$ cat src/rtl/cmp_seq_pkg.sv
// +----------------------------------------------------------------------------+
// | Module   : cmp_seq_pkg                                                     |
// | Purpose  : Shared state encoding and Q1.15 constants for the comparator    |
// |            seed sequencer.                                                 |
// | Revision : 1.0 - initial release                                           |
// +----------------------------------------------------------------------------+
`default_nettype none

package cmp_seq_pkg;

   typedef enum logic [1:0] {
      IDLE    = 2'd0,
      COLLECT = 2'd1,
      OUT     = 2'd2,
      DONE    = 2'd3
   } state_t;

   localparam logic [15:0] Q15_MIN  = 16'h8000;
   localparam logic [15:0] Q15_ZERO = 16'h0000;
   localparam logic [15:0] Q15_MAX  = 16'h7FFF;

endpackage

`default_nettype wire

$ cat src/rtl/cmp_seed_sequencer_vn_debias.sv
// +----------------------------------------------------------------------------+
// | Module   : vn_debias                                                       |
// | Purpose  : Von Neumann debiaser. Takes accepted bits in pairs:             |
// |            01 -> 0, 10 -> 1, 00/11 -> nothing.                             |
// | Ports    : clk, rst_n     clock, async active-low reset                    |
// |            clear          drop any pending first-of-pair bit               |
// |            in_valid/in_bit  incoming raw bit                               |
// |            emit_valid/emit_bit  debiased bit, same cycle as 2nd of pair    |
// | Revision : 1.0 - initial release                                           |
// +----------------------------------------------------------------------------+
`default_nettype none

module vn_debias (
   input  logic clk,
   input  logic rst_n,
   input  logic clear,
   input  logic in_valid,
   input  logic in_bit,
   output logic emit_valid,
   output logic emit_bit
);

   logic have_first;
   logic first_bit;

   // Emission is combinational on the second bit of a pair so the packer
   // can consume it in the same cycle the completing sample is accepted.
   assign emit_valid = in_valid & have_first & (first_bit != in_bit);
   assign emit_bit   = first_bit;

   always_ff @(posedge clk or negedge rst_n) begin
      if (!rst_n) begin
         have_first <= 1'b0;
         first_bit  <= 1'b0;
      end else if (clear) begin
         have_first <= 1'b0;
         first_bit  <= 1'b0;
      end else if (in_valid) begin
         have_first <= ~have_first;
         if (!have_first) begin
            first_bit <= in_bit;
         end
      end
   end

endmodule

`default_nettype wire

$ cat src/rtl/cmp_seed_sequencer.sv
// +----------------------------------------------------------------------------+
// | Module   : cmp_seed_sequencer                                              |
// | Purpose  : Compares signed Q1.15 samples against a threshold latched at    |
// |            start, packs the comparator bits MSB-first into WORD_W-bit      |
// |            words and emits NUM_WORDS words per run as LFSR seeds.          |
// | Ports    : clk, rst_n          clock, async active-low reset               |
// |            start, abort        run request / synchronous cancel            |
// |            thr                 threshold, latched on an accepted start     |
// |            in_valid/in_ready/in_data      sample handshake                 |
// |            out_valid/out_ready/out_word   word handshake                   |
// |            word_idx            index of the presented word                 |
// |            busy, done          run in progress / sticky run complete       |
// | Option   : CMP_SEQ_VN_DEBIAS_EN inserts a von Neumann debiaser between     |
// |            comparator and packer.                                          |
// | Revision : 1.0 - initial release                                           |
// +----------------------------------------------------------------------------+
`default_nettype none

module cmp_seed_sequencer
   import cmp_seq_pkg::*;
#(
   parameter int DATA_W    = 16,
   parameter int WORD_W    = 16,
   parameter int NUM_WORDS = 4
) (
   input  logic                         clk,
   input  logic                         rst_n,
   input  logic                         start,
   input  logic                         abort,
   input  logic [DATA_W-1:0]            thr,
   input  logic                         in_valid,
   output logic                         in_ready,
   input  logic [DATA_W-1:0]            in_data,
   output logic                         out_valid,
   input  logic                         out_ready,
   output logic [WORD_W-1:0]            out_word,
   output logic [$clog2(NUM_WORDS):0]   word_idx,
   output logic                         busy,
   output logic                         done
);

   localparam int CNT_W = $clog2(WORD_W + 1);
   localparam int IDX_W = $clog2(NUM_WORDS) + 1;
   localparam logic [CNT_W-1:0] LAST_BIT = CNT_W'(WORD_W - 1);
   localparam logic [IDX_W-1:0] LAST_IDX = IDX_W'(NUM_WORDS - 1);

   state_t            state;
   state_t            state_next;
   logic [DATA_W-1:0] thr_q;
   logic [WORD_W-1:0] sreg;
   logic [CNT_W-1:0]  bit_cnt;

   logic accept;
   logic cmp_bit;
   logic push;
   logic push_bit;
   logic word_done;
   logic out_fire;

   // in_ready is a pure state decode: no path from in_valid.
   assign in_ready  = (state == COLLECT);
   assign accept    = in_valid & in_ready;
   // Direct signed compare; no subtraction, so no overflow at the extremes.
   assign cmp_bit   = ($signed(in_data) >= $signed(thr_q));
   assign word_done = push & (bit_cnt == LAST_BIT);
   assign out_fire  = out_valid & out_ready;

`ifdef CMP_SEQ_VN_DEBIAS_EN
   logic pair_clear;
   assign pair_clear = abort
                     | (start & ((state == IDLE) | (state == DONE)))
                     | word_done;

   vn_debias u_vn_debias (
      .clk        (clk),
      .rst_n      (rst_n),
      .clear      (pair_clear),
      .in_valid   (accept),
      .in_bit     (cmp_bit),
      .emit_valid (push),
      .emit_bit   (push_bit)
   );
`else
   assign push     = accept;
   assign push_bit = cmp_bit;
`endif

   always_ff @(posedge clk or negedge rst_n) begin
      if (!rst_n) begin
         state <= IDLE;
      end else begin
         state <= state_next;
      end
   end

   always_comb begin
      state_next = state;
      if (abort) begin
         state_next = IDLE;
      end else begin
         case (state)
            IDLE, DONE: if (start)     state_next = COLLECT;
            COLLECT:    if (word_done) state_next = OUT;
            OUT:        if (out_fire)  state_next = (word_idx == LAST_IDX) ? DONE : COLLECT;
            default:                   state_next = IDLE;
         endcase
      end
   end

   always_ff @(posedge clk or negedge rst_n) begin
      if (!rst_n) begin
         thr_q     <= '0;
         sreg      <= '0;
         bit_cnt   <= '0;
         word_idx  <= '0;
         out_word  <= '0;
         out_valid <= 1'b0;
         busy      <= 1'b0;
         done      <= 1'b0;
      end else if (abort) begin
         sreg      <= '0;
         bit_cnt   <= '0;
         word_idx  <= '0;
         out_word  <= '0;
         out_valid <= 1'b0;
         busy      <= 1'b0;
         done      <= 1'b0;
      end else begin
         case (state)
            IDLE, DONE: begin
               if (start) begin
                  thr_q    <= thr;
                  sreg     <= '0;
                  bit_cnt  <= '0;
                  word_idx <= '0;
                  done     <= 1'b0;
                  busy     <= 1'b1;
               end
            end
            COLLECT: begin
               if (push) begin
                  sreg <= {sreg[WORD_W-2:0], push_bit};
                  if (word_done) begin
                     out_word  <= {sreg[WORD_W-2:0], push_bit};
                     out_valid <= 1'b1;
                     bit_cnt   <= '0;
                  end else begin
                     bit_cnt <= bit_cnt + CNT_W'(1);
                  end
               end
            end
            OUT: begin
               if (out_fire) begin
                  out_valid <= 1'b0;
                  if (word_idx == LAST_IDX) begin
                     done <= 1'b1;
                     busy <= 1'b0;
                  end else begin
                     word_idx <= word_idx + IDX_W'(1);
                  end
               end
            end
            default: ;
         endcase
      end
   end

endmodule

`default_nettype wire

$ cat config.mk
export PLATFORM = sky130hd
export DESIGN_NAME = cmp_seed_sequencer
export DESIGN_NICKNAME = d
export VERILOG_FILES = /design/src/rtl/cmp_seq_pkg.sv /design/src/rtl/cmp_seed_sequencer_vn_debias.sv /design/src/rtl/cmp_seed_sequencer.sv
export SDC_FILE = /design/constraint.sdc
export NUM_CORES = 1
export LEC_CHECK = 0
export CORE_MARGIN = 2
export CORE_UTILIZATION = 30
export DETAILED_ROUTE_END_ITERATION = 8
export GPL_TIMING_DRIVEN = 0
export PLACE_DENSITY = 0.49
export SLEW_MARGIN = 20
export SYNTH_ARGS = -nofsm -noshare
export SYNTH_HDL_FRONTEND = slang
export SYNTH_SLANG_ARGS = --single-unit
$ cat constraint.sdc
create_clock -name clk -period 2.6 [get_ports clk]
set_input_delay 0.52 -clock clk [delete_from_list [all_inputs] [get_ports clk]]
set_output_delay 0.52 -clock clk [all_outputs]
set_load 0.05 [all_outputs]
==> summary.txt <==
Run
  – Max-Cap Viols: 0

Setup path
  – Critical-path cell list: clkdlybuf4s50_1 -> ha_1 -> nand4_2 -> or4_4 -> and3_1 -> nand4_1 -> nor4b_2
  – Reg-to-reg slack, setup: 0.35 ns
  – CP max FO: 7
  – Critical Path AT: 2.51 ns
  – CP peak stage delay: 0.57 ns
  – Worst Setup End Kind: flip-flop
  – Crit path buffers/inverters: 1
  – Largest delay share family, worst path: simple AND/OR/NAND/NOR gates
  – CP Class: in -> reg
  – CP Data Required Time: 2.85 ns
  – Slowest stage cell, crit path: or4_4
  – Startpoint Class: input pin

Floorplan
  – I/O Pins: 61
  – DIE AREA: 10800 um2
  – CORE AREA: 9730 um2
  – Die Ht: 104 um
  – Starting density of the core: 30.7%
  – Die width: 104 um
  – # rows: 36

Clocking
  – Reg clk slew, reported paths: 0.07 ns
  – Post-CTS setup buffer count: 0
  – CTS Buf Count: 9
  – Sink Count: 60
  – Worst-Skew Late Latency: 0.34 ns
  – Max Buffers Root-to-Sink: 2
  – CTS tree: done
  – Clock root buffer: clkbuf_8
  – H-tree lvl count: 3

Timing
  – Setup ws final: 0.342 ns
  – RSZ-0062 raised after global routing: false
  – Part of the cycle the worst path needs: 86.8%
  – Max-slew headroom: 51.9%
  – Final hold vios: 0
  – Final setup TNS: 0 ns
  – Slew Limit Fails: 0
  – Achievable clock frequency: 443 MHz
  – Count of final setup violators: 0
  – Final hold slack: 0.489 ns
  – Fin Clk Skew: 0.00771 ns
  – Least-Margin Pin Slew: 0.717 ns
  – Final Critical Period: 2.26 ns

Synthesis
  – Synth Register Bits: 60
  – Largest area contributor in the netlist: dfrtp_1
  – Syn avg cell area: 10.3 um2
  – Most frequent cell after synthesis: dfrtp_1
  – Number of synthesized flops with an enable pin: 0
  – Area share of the largest cell type after synthesis: 50.2%
  – Top post-synthesis cells by count: dfrtp_1, nand2_1, a21oi_1
  – Synthesized area: 2990 um2
  – Mapped Nets: 348
  – Seq/Total Area, Yosys: 50.2%
  – Synth Flop Type: dfrtp_1
  – Syn. warnings: 0
  – Distinct cells, synth: 40
  – Syn Inst Count: 289
  – Synth area leaders: dfrtp_1, ha_1, mux2_1, nand2_1, a21oi_1
  – Async set-reset flop share out of synthesis: 100%

Placed design
  – Placed Instances: 483
  – Final GP Congestion: 0.768
  – HPWL Detailed: 4.82 mm
  – Port Buf Inserts: 60
  – DP Worst Slack: -0.0288 ns
  – Placement Cell Area: 3780 um2

Finish
  – Diodes inserted: 0
  – Final nets: 421
  – FILL cells: 1002
  – Util after Layout: 41.7%
  – Final Non-Filler Cells: 500
  – Layout overhead on the synthesized area: 35.6%
  – Share of layout cells above drive strength 1: 9.54%
  – Finished Cell Area: 4050 um2

Power
  – Total power: 3.40 mW
  – Cell area power density: 838 nW/um2
  – P_leak: 1.81 nW
  – VDD IR max: 516 uV

Global route
  – Global-route wire length before repair: 11.6 mm
  – GRT Total Usage: 13.5%
  – Largest net degree at the start of global routing: 51
  – Vias in the first global route: 2378
  – Antenna violations before repair: 0
  – Congestion Overflow GR: 0

Min path
  – Hold WC Path Type: reg -> reg

Detailed routing
  – DRC Markers: 0
  – DR vias/cell: 4.71
  – DRT iter0 DRCs: 48
  – ANT nets after route: 0
  – WL per Instance: 13.3 um
  – Drt pass-1 iters: 4
  – WL final: 6.63 mm
  – Total number of vias: 2357

Status
  – Status: complete, no violations
[worst register-to-register path, delay by kind of cell, from the launching register on]
kind | cells | cell delay (ns)
buf+inv | 2 | 0.51
flops | 1 | 0.38
fa+ha+maj | 1 | 0.29
simple gates | 3 | 0.87
compound gates | 1 | 0.14
[repair_timing]
item	4_1_cts	5_1_grt
setup endpoints to repair	0	1
resized for setup	0	1
hold buffers	1	0
endpoints found under the hold margin	10	0
[registers in the layout, indices dropped and copies added (netlist names)]
name / flops
bit_cnt: 5
busy: 1
done: 1
out_valid: 1
out_word: 16
sreg: 15
state: 2
thr_q: 16
word_idx: 3
[cell type report]
cell class              count  area, um2  share of cell area, %
plain buffers              11       46.3                   1.14
well taps                 133        166                   4.11
flip-flops and latches     60       1500                   37.0
clock inverters             5        108                   2.66
inverters                  21       78.8                   1.95
repair buffers             62        638                   15.7
clock buffers              11        151                   3.74
multi-input cells         197       1360                   33.6
[where the power goes]
| part | switching (mW) | internal [mW] |
|---|---|---|
| combinational | 0.642 | 0.482 |
| sequential | 0.0902 | 1.10 |
| clock | 0.388 | 0.692 |
| total | 1.12 | 2.28 |
[worst paths after layout]
kind	from	to	depth (start not counted)
min in group asynchronous	rst_n	out_word[11]$_DFFE_PN0P_	2
worst min-delay path	thr_q[2]$_DFFE_PN0P_	thr_q[2]$_DFFE_PN0P_	1
max in group asynchronous	rst_n	word_idx[1]$_DFFE_PN0P_	3
worst min register to register	thr_q[2]$_DFFE_PN0P_	thr_q[2]$_DFFE_PN0P_	1
worst max-delay path	in_data[15]	out_word[0]$_DFFE_PN0P_	7
worst max register to register	state[1]$_DFFE_PN0P_	out_word[5]$_DFFE_PN0P_	7
[per-layer routing]
layer,part of all wire [%],up-vias,GRT usage [%]
li1,-,1170,-
met1,51,1134,18.3
met2,43,44,20.0
met3,4.4,9,4.72
met4,1.1,0,4.92
met5,0,-,0
[cell families after synthesis]
kind of cell | share of synthesized area, %
flops | 50.2
buf+inv | 4.19
simple gates | 14.0
fa+ha+maj | 8.79
mux | 7.91
compound gates | 14.9
[placed cells by master, fill, tap and decap left out, types with 2 or more instances in the layout]
cell type,Yosys,final
a22o_1,16,16
dfrtp_1,60,60
nor3_1,3,3
clkinv_4,0,2
a21oi_1,32,32
clkbuf_8,0,11
o21ai_0,6,6
and3_1,3,3
nand4_1,5,5
clkbuf_1,7,7
mux2_1,16,16
inv_1,20,20
ha_1,21,21
nand2_1,45,45
bufinv_16,0,3
mux2_2,5,5
nand3_1,5,5
nor2b_1,5,5
nor2_1,9,9
buf_2,4,4
clkdlybuf4s50_1,0,58
o21ai_1,5,5
Power figures use the tool's default switching activity.
